$ cat src/rtl/bnn_conv_engine.sv
// First binary conv stage: 3x3 valid-mode XNOR-popcount over a 28x28 image,
// eight kernels, one thresholded activation bit per valid/ready beat.
module bnn_conv_engine #(
   parameter int THRESH = 5
) (
   input  logic                   clk,
   input  logic                   reset,
   input  logic [27:0][27:0]      pixels,
   input  logic [7:0][2:0][2:0]   weights,
   input  logic                   load_done,
   input  logic                   out_ready,
   output logic                   out_valid,
   output logic                   out_bit,
   output logic [2:0]             out_filter,
   output logic [4:0]             out_row,
   output logic [4:0]             out_col,
   output logic                   out_last,
   output logic                   busy,
   output logic                   done
);

   typedef enum logic [1:0] {
      IDLE,
      RUN,
      DONE
   } state_t;

   state_t     state_q, state_d;
   logic [2:0] f_q;
   logic [4:0] r_q;
   logic [4:0] c_q;
   logic       scan_end_q;
   logic [3:0] pop;
   logic       accept;
   logic       load;
   logic       at_end;
   logic       act;

   assign accept = out_valid & out_ready;
   assign at_end = (f_q == 3'd7) && (r_q == 5'd25) && (c_q == 5'd25);
   assign load   = (state_q == RUN) && !scan_end_q && (!out_valid || out_ready);

   always_comb begin
      pop = '0;
      for (int i = 0; i < 3; i++) begin
         for (int j = 0; j < 3; j++) begin
            pop = pop + {3'b000,
               ~(pixels[r_q + 5'(i)][c_q + 5'(j)] ^ weights[f_q][2'(i)][2'(j)])};
         end
      end
   end

   assign act = (pop >= 4'(THRESH));

   always_comb begin
      state_d = state_q;
      unique case (state_q)
         IDLE: if (load_done) state_d = RUN;
         RUN:  if (accept && out_last) state_d = DONE;
         DONE: state_d = DONE;
         default: state_d = IDLE;
      endcase
   end

   always_ff @(posedge clk or posedge reset) begin
      if (reset) begin
         state_q <= IDLE;
      end else begin
         state_q <= state_d;
      end
   end

   // Scan counters move only when a position is committed to the output register
   always_ff @(posedge clk or posedge reset) begin
      if (reset) begin
         f_q        <= '0;
         r_q        <= '0;
         c_q        <= '0;
         scan_end_q <= 1'b0;
      end else if (load) begin
         if (at_end) scan_end_q <= 1'b1;
         if (c_q == 5'd25) begin
            c_q <= '0;
            if (r_q == 5'd25) begin
               r_q <= '0;
               f_q <= f_q + 3'd1;
            end else begin
               r_q <= r_q + 5'd1;
            end
         end else begin
            c_q <= c_q + 5'd1;
         end
      end
   end

   always_ff @(posedge clk or posedge reset) begin
      if (reset) begin
         out_valid  <= 1'b0;
         out_bit    <= 1'b0;
         out_filter <= '0;
         out_row    <= '0;
         out_col    <= '0;
         out_last   <= 1'b0;
      end else if (load) begin
         out_valid  <= 1'b1;
         out_bit    <= act;
         out_filter <= f_q;
         out_row    <= r_q;
         out_col    <= c_q;
         out_last   <= at_end;
      end else if (accept) begin
         out_valid  <= 1'b0;
      end
   end

   assign busy = (state_q == RUN);
   assign done = (state_q == DONE);

endmodule

$ cat config.mk
export PLATFORM = sky130hd
export DESIGN_NAME = bnn_conv_engine
export DESIGN_NICKNAME = d
export VERILOG_FILES = /design/src/rtl/bnn_conv_engine.sv
export SDC_FILE = /design/constraint.sdc
export NUM_CORES = 1
export LEC_CHECK = 0
export CORE_AREA = 2 2 338 340
export DETAILED_ROUTE_END_ITERATION = 10
export DIE_AREA = 0 0 340 342
export PLACE_DENSITY = 0.35
export REMOVE_ABC_BUFFERS = 1
export SYNTH_ARGS = -nofsm -noshare
export SYNTH_HDL_FRONTEND = slang
export SYNTH_SLANG_ARGS = --single-unit
$ cat constraint.sdc
create_clock -name clk -period 6.51 [get_ports clk]
set_clock_uncertainty 0.05 [all_clocks]
set_input_delay 0.651 -clock clk [delete_from_list [all_inputs] [get_ports clk]]
set_output_delay 0.651 -clock clk [all_outputs]
set_load 0.02 [all_outputs]
# [Yosys cells after proc, flatten, opt, wreduce, memory -nomap -nowiden]
# Index checks and enable logic that the tools add are counted.
[word_totals] reg_bits=32 in_bits=860 elab_cells=79
[op_classes] muxes=21 n_eq_ne=7 n_bitwise=9 n_addsub=11 reduce_logical=14 n_lt_le_gt_ge=6
[ops] op="binary-select mux 28 bit (select 5 bit)" n=2
[ops] op="2-to-1 mux 28 bit" n=2
[ops] op="binary-select mux 9 bit (select 3 bit)" n=1
[ops] op="less-than comparator 5 x 6 -> 1 bit (second input constant)" n=4
[ops] op="binary-select mux 1 bit (select 5 bit)" n=4
[ops] op="adder 4 x 1 -> 4 bit (second input constant)" n=4
[ops] op="2-to-1 mux 5 bit" n=3
[ops] op="adder 5 x 1 -> 5 bit (second input constant)" n=2
[ops] op="== test 5 bit (second input constant)" n=2
[ops] op="2-to-1 mux 1 bit" n=6
[ops] op="one-hot mux 2 bit (3 select lines)" n=1
[ops] op="AND reduction 2 bit" n=3
[ops] op="logical AND 1 bit" n=5
[ops] op="adder 3 x 1 -> 4 bit" n=1
[ops] op="adder 4 x 1 -> 4 bit" n=1
[ops] op=">= comparator 4 x 3 -> 1 bit (second input constant)" n=1
[ops] op="less-than comparator 3 x 4 -> 1 bit (second input constant)" n=1
[ops] op="2-to-1 mux 2 bit" n=2
[ops] op="NOT 1 bit" n=4
[ops] op="XOR 1 bit" n=4
[ops] op="adder 2 x 1 -> 3 bit (second input constant)" n=1
[ops] op="adder 3 x 1 -> 3 bit (second input constant)" n=1
[ops] op="== test 3 bit (second input constant)" n=1
[ops] op="AND reduction 3 bit" n=1
[ops] op="10 further kinds" n=11

# [Depth between registers and ports, before layout]
# Gate-level depths: netlist of run 1.
[depth] word_depth=15 depth_mapped=23

# [Worst setup path after synthesis of run 1]
# OpenSTA, ideal clock, no wires.
[synth_path] path_type="reg2reg" from="reg r_q[1]" to="reg out_bit" synth_period_minus_slack_ns=4.608 t_arrival_ns=4.440 path_buffers=5 path_stages_with_launch=22 slack_ns=1.902 cell_sequence="dfrtp_1 buf_4 buf_6 inv_2 ha_1 buf_4 buf_4 clkbuf_1 mux4_2 a211o_1 and3b_1 a2111o_1 o311ai_1 nand4_1 xnor2_1 ha_1 fa_1 inv_1 ha_1 nor2_1 a21oi_1 a21o_1"
[synth_between] elab_chain_cells=15 word_cells_on_any_way=30 cone_classes="add/sub (9); order compare (1); mux (12); bitwise (8)"
[synth_lines] item="start: declaration" line_no="30" rtl="logic [4:0] r_q;"
[synth_lines] item="start signal: assignment" line_no="88" rtl="r_q <= r_q + 5'd1;"
[synth_lines] item="binary-select mux 28 bit (select 5 bit)"
[synth_lines] item="2-to-1 mux 28 bit"
[synth_lines] item="binary-select mux 1 bit (select 5 bit)" line_no="48" rtl="~(pixels[r_q + 5'(i)][c_q + 5'(j)] ^ weights[f_q][2'(i)][2'(j)])};"
[synth_lines] item="2-to-1 mux 1 bit (implied by the code)" line_no="48"
[synth_lines] item="XOR 1 bit" line_no="48"
[synth_lines] item="NOT 1 bit" line_no="48"
[synth_lines] item="adder 1 x 1 -> 2 bit" line_no="47" rtl="pop = pop + {3'b000,"
[synth_lines] item="adder 2 x 1 -> 3 bit" line_no="47"
[synth_lines] item="adder 3 x 1 -> 4 bit" line_no="47"
[synth_lines] item="adder 4 x 1 -> 4 bit (*) (5 in a row)" line_no="47"
[synth_lines] item=">= comparator 4 x 3 -> 1 bit (*)" line_no="53" rtl="assign act = (pop >= 4'(THRESH));"
[synth_lines] item="end signal: assignment" line_no="106" rtl="out_bit <= act;"
[synth_lines] item="end: declaration" line_no="13" rtl="output logic out_bit,"
# Mark *: on every way between the ends. The rest lies on a longest branch, timed or not. The select of a mux whose other input is x is not followed.
# A chain may end at the register's enable or synchronous reset.

# [Worst setup path in the final report of run 1]
[layout_path] from="reg r_q[0]" to="reg out_bit"
# The elaborated chain is that of the path after synthesis.

==> results.py, run 1 <==
metrics = {
    "synthesis": {
        "synth_cell_types": 94,
        "ys_seq_elements": 32,
        "synth_edf_count": 0,
        "async_flop_share": 1.000,
        "synth.avg_cell_area_um2": 11.23,
        "ys_warn_count": 0,
        "synth_area_um2": 16520,
        "ys_seq_area_frac": 0.04847,
        "syn_inst": 1471,
        "ys.flop_type": "dfrtp_1",
    },
    "power_and_ir_drop": {
        "p_switching_mw": 1.297,
        "p_int_mw": 1.582,
        "p_comb_frac": 0.793,
        "swShare": 0.4506,
        "power_density_nw_per_um2": 108.5,
        "ir_worst_vdd_mv": 0.08915,
        "seq_power_share": 0.116,
        "p_leak_nw": 8.556,
        "p_clk_frac": 0.092,
    },
    "layout": {
        "final_core_util": 0.2346,
        "nets": 3107,
        "area_delta_synth_final_pct": 60.64,
        "design_area_um2": 26540,
        "drive_gt1_frac": 0.2151,
        "instances_no_fill": 3770,
    },
    "drt": {
        "wirelength_um": 117400,
        "num_vias": 18272,
        "drtAntennaViolNets": 0,
        "drc_errors": 0,
        "wl_per_cell_um": 31.15,
        "via_per_inst": 4.847,
        "dr.pass1.iters": 5,
        "drt_iter0_markers": 840,
    },
    "clock_network": {
        "cts_made_buffers": 5,
        "cts_resized": 0,
        "cts_tree": "built",
        "holdBufCountCts": 0,
        "root_buffer": "clkbuf_16",
        "cts_setup_buffers": 0,
        "insertion_delay_ps": 290,
        "htree_levels": 2,
        "cts_buffer_depth": 2,
        "clock-sinks": 32,
        "path_clk_slew_ps": 70,
    },
    "placed_design": {
        "post_dp_cell_area_um2": 26330,
        "hpwlAfterDp_um": 97610,
        "dp.cells": 3740,
        "port_buffers": 837,
        "place_ws_ps": 757.3,
        "place_congestion": 0.8897,
    },
    "timing": {
        "finalHoldViolations": 0,
        "finalWorstSetupSlack_ps": 808.0,
        "fin_crit_ps": 5702,
        "max_slew_margin": 0.2148,
        "worst_pin_slew_ps": 1177,
        "tns_ps": 0,
        "rsz0062_at_grt": "no",
        "fin_crit_sh": 0.8759,
        "drv_slew": 0,
        "finalSetupViolations": 0,
        "fmax_mhz": 175.4,
    },
    "grt": {
        "grt_antenna_before_repair": 24,
        "grt_overflow": 0,
        "grt_pass1_wl_um": 158900,
        "grt_max_degree": 87,
        "grtUsageTotal": 0.1923,
        "grt_pass1_vias": 19882,
    },
    "setup_path": {
        "critical_path_required_ps": 6640,
        "crit_fanout": 12,
        "cp-start-kind": "flop",
        "cp-end-kind": "flop",
        "criticalPathCategory": "reg2reg",
        "critPathArrivalTime_ps": 5840,
        "r2r_setup_slack_ps": 810,
        "reg2regPathDepth": 19,
    },
    "floorplan": {
        "dieArea_um2": 116300,
        "core_um2": 113100,
        "die_w_um": 340,
        "ios": 878,
        "die-height_um": 342,
        "num_rows": 124,
        "start_util": 0.1461,
    },
    "hold_path": {
        "hold_path_class": "reg2reg",
        "whs_path_depth": 2,
    },
    "outcome": {
        "status": "finished, final reports clean",
    },
    "job": {
        "maxCapViolations": 0,
    },
}
[flip-flops by register name, indices dropped and copies added, names as in the netlist]
signal and count:
r_q 5, out_valid 1, out_row 5, c_q 5, scan_end_q 1, out_last 1
out_bit 1, out_col 5, out_filter 3, state_q 2, f_q 3
[through the flow]
stage               hold WS, ps  power [mW]
finish                    431.1       2.879
global route              463.1       3.081
CTS                       443.6       2.912
global placement          416.9       2.632
detailed placement        425.2       2.632
floorplan                 389.9       1.480
[cells in the final DEF (no fill, tap or decap), types with 22 or more instances in the layout]
cell	n
a22oi_1	23
mux4_1	35
dfrtp_1	26
buf_4	76
o21ai_0	44
mux4_2	311
nor2_1	35
a21oi_1	58
mux2i_1	159
nand3_1	46
nand2_1	203
diode_2	22
clkdlybuf4s50_1	837
o22ai_1	26
[power groups by stage]
| stage | Combinational, mW | Clock, mW | Sequential [mW] |
|---|---|---|---|
| after global routing | 2.46 | 0.283 | 0.341 |
| after detailed placement | 2.30 | 0 | 0.336 |
| after CTS | 2.31 | 0.274 | 0.332 |
| after global placement | 2.30 | 0 | 0.334 |
| final | 2.28 | 0.264 | 0.333 |
| after floorplan | 1.10 | 0 | 0.382 |
[cell type report]
type | instances | area [µm²]
multi-input cells | 1249 | 14260
inverters | 17 | 65.06
diodes | 22 | 55.05
flip-flops and latches | 32 | 820.8
clock buffers | 8 | 156.4
repair buffers | 930 | 9289
fillers | 12126 | 86570
well taps | 1512 | 1892
[Yosys cell counts, drive strengths merged, types with 12 or more instances]
| cell type | instances | share of area |
|---|---|---|
| mux4 | 349 | 0.48 |
| nand2 | 203 | 0.046 |
| mux2i | 159 | 0.096 |
| buf | 123 | 0.074 |
| a21oi | 58 | 0.018 |
| clkbuf | 48 | 0.016 |
| o21ai | 48 | 0.015 |
| nand3 | 47 | 0.015 |
| nor2 | 41 | 0.0093 |
| dfrtp | 32 | 0.048 |
| o22ai | 26 | 0.0098 |
| a22oi | 23 | 0.010 |
| mux2 | 20 | 0.014 |
| a211oi | 17 | 0.0083 |
| inv | 16 | 0.0036 |
| a221oi | 14 | 0.0078 |
| a31oi | 14 | 0.0053 |
| nor3 | 14 | 0.0045 |
| nand4 | 13 | 0.0049 |
| and3 | 12 | 0.0045 |
[worst max-delay path, stage by stage (launching register included)]
cell	delay (ps)
dfrtp_4	530
ha_1	390
and3_1	350
xnor2_4	550
buf_4	330
a31oi_1	80
a221oi_2	500
buf_4	240
o221ai_1	180
a2111oi_0	490
o311ai_1	230
nand4_1	220
xnor2_1	100
ha_1	330
fa_1	370
inv_1	70
ha_1	230
nor2_1	100
a21oi_1	70
a21o_1	160
[final timing paths]
| kind | startpoint | endpoint |
|---|---|---|
| max | r_q[0] | out_bit |
| min | out_row[2] | out_row[2] |
| max reg2reg | r_q[0] | out_bit |
| min reg2reg | out_row[2] | out_row[2] |
| max in group asynchronous | reset | r_q[3] |
| min in group asynchronous | reset | out_row[0] |
[cells by family after synthesis]
logic type	count (synthesis)	synth area share
flip-flops	32	0.04847
AO/OA/AOI/OAI	309	0.1345
buffers and inverters	190	0.09452
adder cells (fa/ha/maj)	12	0.009543
multiplexers	528	0.5942
AND/OR/NAND/NOR	382	0.1060
XOR/XNOR	18	0.01272
[metal layers]
layer / track usage / vias to the layer above / part of all wire
li1: - / 7818 / -
met1: 0.2312 / 9639 / 0.41
met2: 0.3609 / 719 / 0.53
met3: 0.02763 / 92 / 0.046
met4: 0.03872 / 4 / 0.020
met5: 0 / - / 0.00023
Power figures use the tool's default switching activity.
==> inputs of run 2 (changes only) <==
--- a/config.mk
+++ b/config.mk
@@ -5,6 +5,7 @@
 export SDC_FILE = /design/constraint.sdc
 export NUM_CORES = 1
 export LEC_CHECK = 0
+export CAP_MARGIN = 40
 export CORE_AREA = 2 2 338 340
 export DETAILED_ROUTE_END_ITERATION = 10
 export DIE_AREA = 0 0 340 342
==> run 2 against run 1 <==
  * Die area unchanged
  * Sequential power about the same
  * Via count up 0.69%
  * First-iteration DRC count up 9.6%
==> results.py, run 2 (synthesized netlist as in run 1, its figures left out) <==
metrics = {
    "layout": {
        "nets": 3115,
        "layout_commonest_cell": "clkdlybuf4s50_1",
        "design_area_um2": 26650,
        "final_cell_mix": "837 x clkdlybuf4s50_1, 311 x mux4_2, 203 x nand2_1",
        "final_core_util": 0.2356,
        "drive_gt1_frac": 0.2179,
        "area_delta_synth_final_pct": 61.32,
    },
    "timing": {
        "fin_crit_sh": 0.8677,
        "drv_slew": 0,
        "fin_crit_ps": 5649,
        "fmax_mhz": 177.0,
        "finalHoldViolations": 0,
        "finalSetupViolations": 0,
        "rsz0062_at_grt": "no",
        "max_slew_margin": 0.3961,
        "worst_pin_slew_ps": 905.9,
    },
    "drt": {
        "drc_errors": 0,
        "via_per_inst": 4.868,
        "num_vias": 18398,
        "highest_layer": "met4",
        "dr_wl_met2_um": 61480,
        "met1_length_um": 47910,
        "drtAntennaViolNets": 0,
        "dr_wl_met3_um": 5493,
        "dr.pass1.iters": 7,
        "wirelength_um": 117000,
        "wl_per_cell_um": 30.96,
        "drt_iter0_markers": 921,
    },
    "clock_network": {
        "root_buffer": "clkbuf_16",
        "cts_buffer_depth": 2,
        "clock-sinks": 32,
        "cts_setup_buffers": 0,
        "htree_levels": 2,
        "holdBufCountCts": 0,
        "insertion_delay_ps": 290,
        "cts_made_buffers": 5,
        "cts_tree": "built",
        "path_clk_slew_ps": 60,
        "cts_resized": 0,
    },
    "power_and_ir_drop": {
        "p_leak_nw": 8.613,
        "ir_worst_vdd_mv": 0.08984,
        "power_density_nw_per_um2": 107.5,
    },
    "grt": {
        "grt_max_degree": 87,
        "grt_pass1_wl_um": 159000,
        "grt_overflow": 0,
        "grtUsageTotal": 0.1918,
        "grt_antenna_before_repair": 23,
        "grt_pass1_vias": 19714,
    },
    "setup_path": {
        "r2r_setup_slack_ps": 860,
        "reg2regPathDepth": 19,
        "critPathArrivalTime_ps": 5780,
        "rr_startpoint": "r_q[0]",
        "critical_path_required_ps": 6640,
        "cp-end-kind": "flop",
        "cp-start-kind": "flop",
        "criticalPathCategory": "reg2reg",
        "crit_fanout": 12,
        "rr_endpoint": "out_bit",
    },
    "outcome": {
        "status": "finished, final reports clean",
    },
    "floorplan": {
        "die_w_um": 340,
        "die-height_um": 342,
        "dieArea_um2": 116300,
        "core_um2": 113100,
        "start_util": 0.1461,
        "ios": 878,
        "num_rows": 124,
    },
    "hold_path": {
        "hold_path_class": "reg2reg",
        "holdPathEnd": "out_row[2]",
        "min_from": "out_row[2]",
        "whs_path_depth": 2,
    },
    "job": {
        "maxCapViolations": 0,
    },
    "placed_design": {
        "post_dp_cell_area_um2": 26430,
        "port_buffers": 837,
        "hpwlAfterDp_um": 97290,
        "place_congestion": 0.8897,
    },
}
## run 2: cell type report
type                       count  area (µm²)
timing repair buffer         938        9399
clock buffer                   8       156.4
fill                       12046       86450
inverter                      17       65.06
sequential                    32       820.8
tap                         1512        1892
antenna                       23       57.56
multi-input combinational   1249       14260
## run 2: metal layers
metal | up-vias | global-route usage
met3 | 85 | 0.02558
li1 | 7840 | -
met2 | 749 | 0.3576
met4 | 0 | 0.03724
met1 | 9724 | 0.2343
met5 | - | 0
## run 2: how the worst max path moves through the flow
stage / to / depth (start not counted) / slack, ps / from
4_1_cts: out_bit / 19 / 790 / r_q[0]
5_1_grt: out_bit / 19 / 600 / r_q[0]
3_5_place_dp: out_bit / 19 / 870 / r_q[0]
3_3_place_gp: out_bit / 19 / 700 / r_q[0]
6_report: out_bit / 19 / 860 / r_q[0]
2_1_floorplan: out_bit / 17 / -16120 / r_q[0]
## run 2: per-stage QoR
step	setup slack [ps]	total power [mW]	hold slack (ps)	instances	TNS (ps)
finish	861.1	2.865	431.0	3779	0
CTS	787.6	2.907	442.9	3755	0
global route	596.0	3.075	463.2	3775	0
detailed placement	867.1	2.626	424.5	3747	0
global placement	695.1	2.632	416.9	3740	0
floorplan	-16120	1.480	389.9	1298	-120550
## run 2: worst max-delay path, stage by stage (launching register included)
cell and delay, ps:
dfrtp_4 530, ha_1 390, and3_1 360, xnor2_4 550
buf_4 340, a31oi_1 80, a221oi_2 470, buf_4 230
o221ai_1 190, a2111oi_0 460, o311ai_1 240, nand4_1 210
xnor2_1 100, ha_1 330, fa_1 370, inv_1 70
ha_1 230, nor2_1 100, a21oi_1 70, a21o_1 160
## run 2: report_power, final
part	total [mW]	internal [mW]	switching (mW)
Sequential	0.330	0.247	0.0830
Clock	0.260	0.163	0.0966
Combinational	2.28	1.17	1.10
==> inputs of run 3 (changes only) <==
--- a/config.mk
+++ b/config.mk
@@ -9,8 +9,10 @@
 export CORE_AREA = 2 2 338 340
 export DETAILED_ROUTE_END_ITERATION = 10
 export DIE_AREA = 0 0 340 342
-export PLACE_DENSITY = 0.35
+export DONT_BUFFER_PORTS = 1
+export PLACE_DENSITY = 0.3
 export REMOVE_ABC_BUFFERS = 1
+export SKIP_CTS_REPAIR_TIMING = 1
 export SYNTH_ARGS = -nofsm -noshare
 export SYNTH_HDL_FRONTEND = slang
 export SYNTH_SLANG_ARGS = --single-unit
==> run 3 against run 2 <==
  * Final cell count is 22% lower
  * Wire length is 11% lower
  * Global-route usage is 2.2 points lower
  * Register-to-register slack worse by 30 ps
  * Total power is 21% lower
  * Via count is 18% lower
  * First-iteration DRC count is 17% higher
  * Largest power group unchanged
  * Combinational power is 29% lower
==> results.py, run 3 (synthesized netlist as in run 1, its figures left out) <==
metrics = {
    "outcome": {
        "status": "finished, final reports clean",
    },
    "placed_design": {
        "post_dp_cell_area_um2": 18070,
        "dp.cells": 2921,
        "hpwlAfterDp_um": 87500,
        "place_congestion": 0.9153,
        "place_ws_ps": 761.4,
        "port_buffers": 0,
    },
    "clock_network": {
        "cts_made_buffers": 5,
        "path_clk_slew_ps": 60,
        "htree_levels": 2,
        "cts_tree": "built",
        "clock-sinks": 32,
        "cts_buffer_depth": 2,
        "insertion_delay_ps": 300,
        "root_buffer": "clkbuf_16",
    },
    "layout": {
        "nets": 2288,
        "drive_gt1_frac": 0.3514,
        "register_area_um2": 820.8,
        "design_area_um2": 18250,
        "area_delta_synth_final_pct": 10.47,
        "layout_commonest_cell": "mux4_2",
        "final_cell_mix": "311 x mux4_2, 203 x nand2_1, 159 x mux2i_1",
        "final_core_util": 0.1613,
        "fillers": 12639,
        "instances_no_fill": 2936,
        "multi_input_area_um2": 14260,
    },
    "setup_path": {
        "startpoint": "r_q[0]",
        "crit_fanout": 73,
        "reg2regPathDepth": 19,
        "rr_endpoint": "out_bit",
        "max_stage_delay_ps": 530,
        "cp_cell_sequence": "buf_12 -> buf_12 -> mux4_2 -> mux2i_1 -> nor3_1 -> a211oi_1 -> buf_4 -> nor2_1 -> or3_1 -> a31oi_1 -> nand4_1 -> xnor2_1 -> ha_1 -> fa_1 -> inv_1 -> ha_1 -> nor2_1 -> a21oi_1 -> a21o_1",
        "cp-end-kind": "flop",
        "endpoint": "out_bit",
        "cpMaxStageDelayCell": "dfrtp_4",
        "critPathArrivalTime_ps": 5810,
        "criticalPathCategory": "reg2reg",
        "critical_path_required_ps": 6640,
        "rr_startpoint": "r_q[0]",
        "path_buf_inv": 4,
        "crit_cells": 19,
        "cp-start-kind": "flop",
        "worst_path_dominant_cell_family": "buffers and inverters",
        "r2r_setup_slack_ps": 830,
    },
    "drt": {
        "num_vias": 15123,
        "wl_per_cell_um": 35.55,
        "via_per_inst": 5.151,
        "drc_errors": 0,
        "drtAntennaViolNets": 0,
        "wirelength_um": 104400,
        "dr.pass1.iters": 5,
        "drt_iter0_markers": 1082,
    },
    "timing": {
        "max_slew_margin": 0.3461,
        "tns_ps": 0,
        "finalHoldViolations": 0,
        "whs_ps": 314.5,
        "fin_crit_sh": 0.8721,
        "fmax_mhz": 176.1,
        "drv_slew": 0,
        "finalWorstSetupSlack_ps": 832.8,
        "fin_crit_ps": 5677,
        "rsz0062_at_grt": "no",
        "finalSetupViolations": 0,
        "worst_pin_slew_ps": 980.9,
    },
    "grt": {
        "grt_max_degree": 107,
        "grt_pass1_vias": 15802,
        "grt_antenna_before_repair": 6,
        "grt_overflow": 0,
        "grtUsageTotal": 0.1702,
        "grt_pass1_wl_um": 137400,
    },
    "power_and_ir_drop": {
        "p_leak_nw": 5.371,
        "seq_power_share": 0.171,
        "p_comb_frac": 0.712,
        "p_int_mw": 1.112,
        "p_clk_frac": 0.117,
        "ir_worst_vdd_mv": 0.1174,
        "p_switching_mw": 1.150,
        "swShare": 0.5084,
        "power_density_nw_per_um2": 123.9,
        "power_mw": 2.261,
    },
    "job": {
        "maxCapViolations": 0,
    },
    "hold_path": {
        "hold_path_class": "in2async",
    },
    "floorplan": {
        "ios": 878,
        "core_um2": 113100,
        "num_rows": 124,
        "dieArea_um2": 116300,
        "die_w_um": 340,
        "start_util": 0.1461,
        "die-height_um": 342,
    },
}
run 3: cell type report:
type                       count  share of cell area
multi-input combinational   1249              0.7812
tap                         1512              0.1037
timing repair buffer         111             0.05704
sequential                    32             0.04498
clock buffer                   8            0.008570
inverter                      17            0.003565
antenna                        7           0.0009599
run 3: worst min path at each step:
stage	start	to	slack, ps
finish	reset	state_q[0]	310
global route	reset	state_q[0]	350
CTS	reset	out_valid	320
detailed placement	scan_end_q	scan_end_q	420
global placement	scan_end_q	out_valid	420
floorplan	scan_end_q	out_valid	390
run 3: power groups by stage:
stage / logic [mW] / registers [mW] / clock network (mW)
after floorplan: 1.10 / 0.382 / 0
after global placement: 1.66 / 0.396 / 0
after detailed placement: 1.62 / 0.398 / 0
after CTS: 1.62 / 0.393 / 0.280
after global routing: 1.75 / 0.400 / 0.292
final: 1.61 / 0.387 / 0.264
run 3: metal layers:
layer | vias up | track usage | share of wire | routed length [µm]
met5 | - | 0 | 0.00016 | 17
met4 | 4 | 0.03107 | 0.022 | 2312
met3 | 108 | 0.03495 | 0.072 | 7568
met2 | 934 | 0.3150 | 0.52 | 54280
met1 | 7933 | 0.2028 | 0.39 | 40210
li1 | 6144 | - | - | -
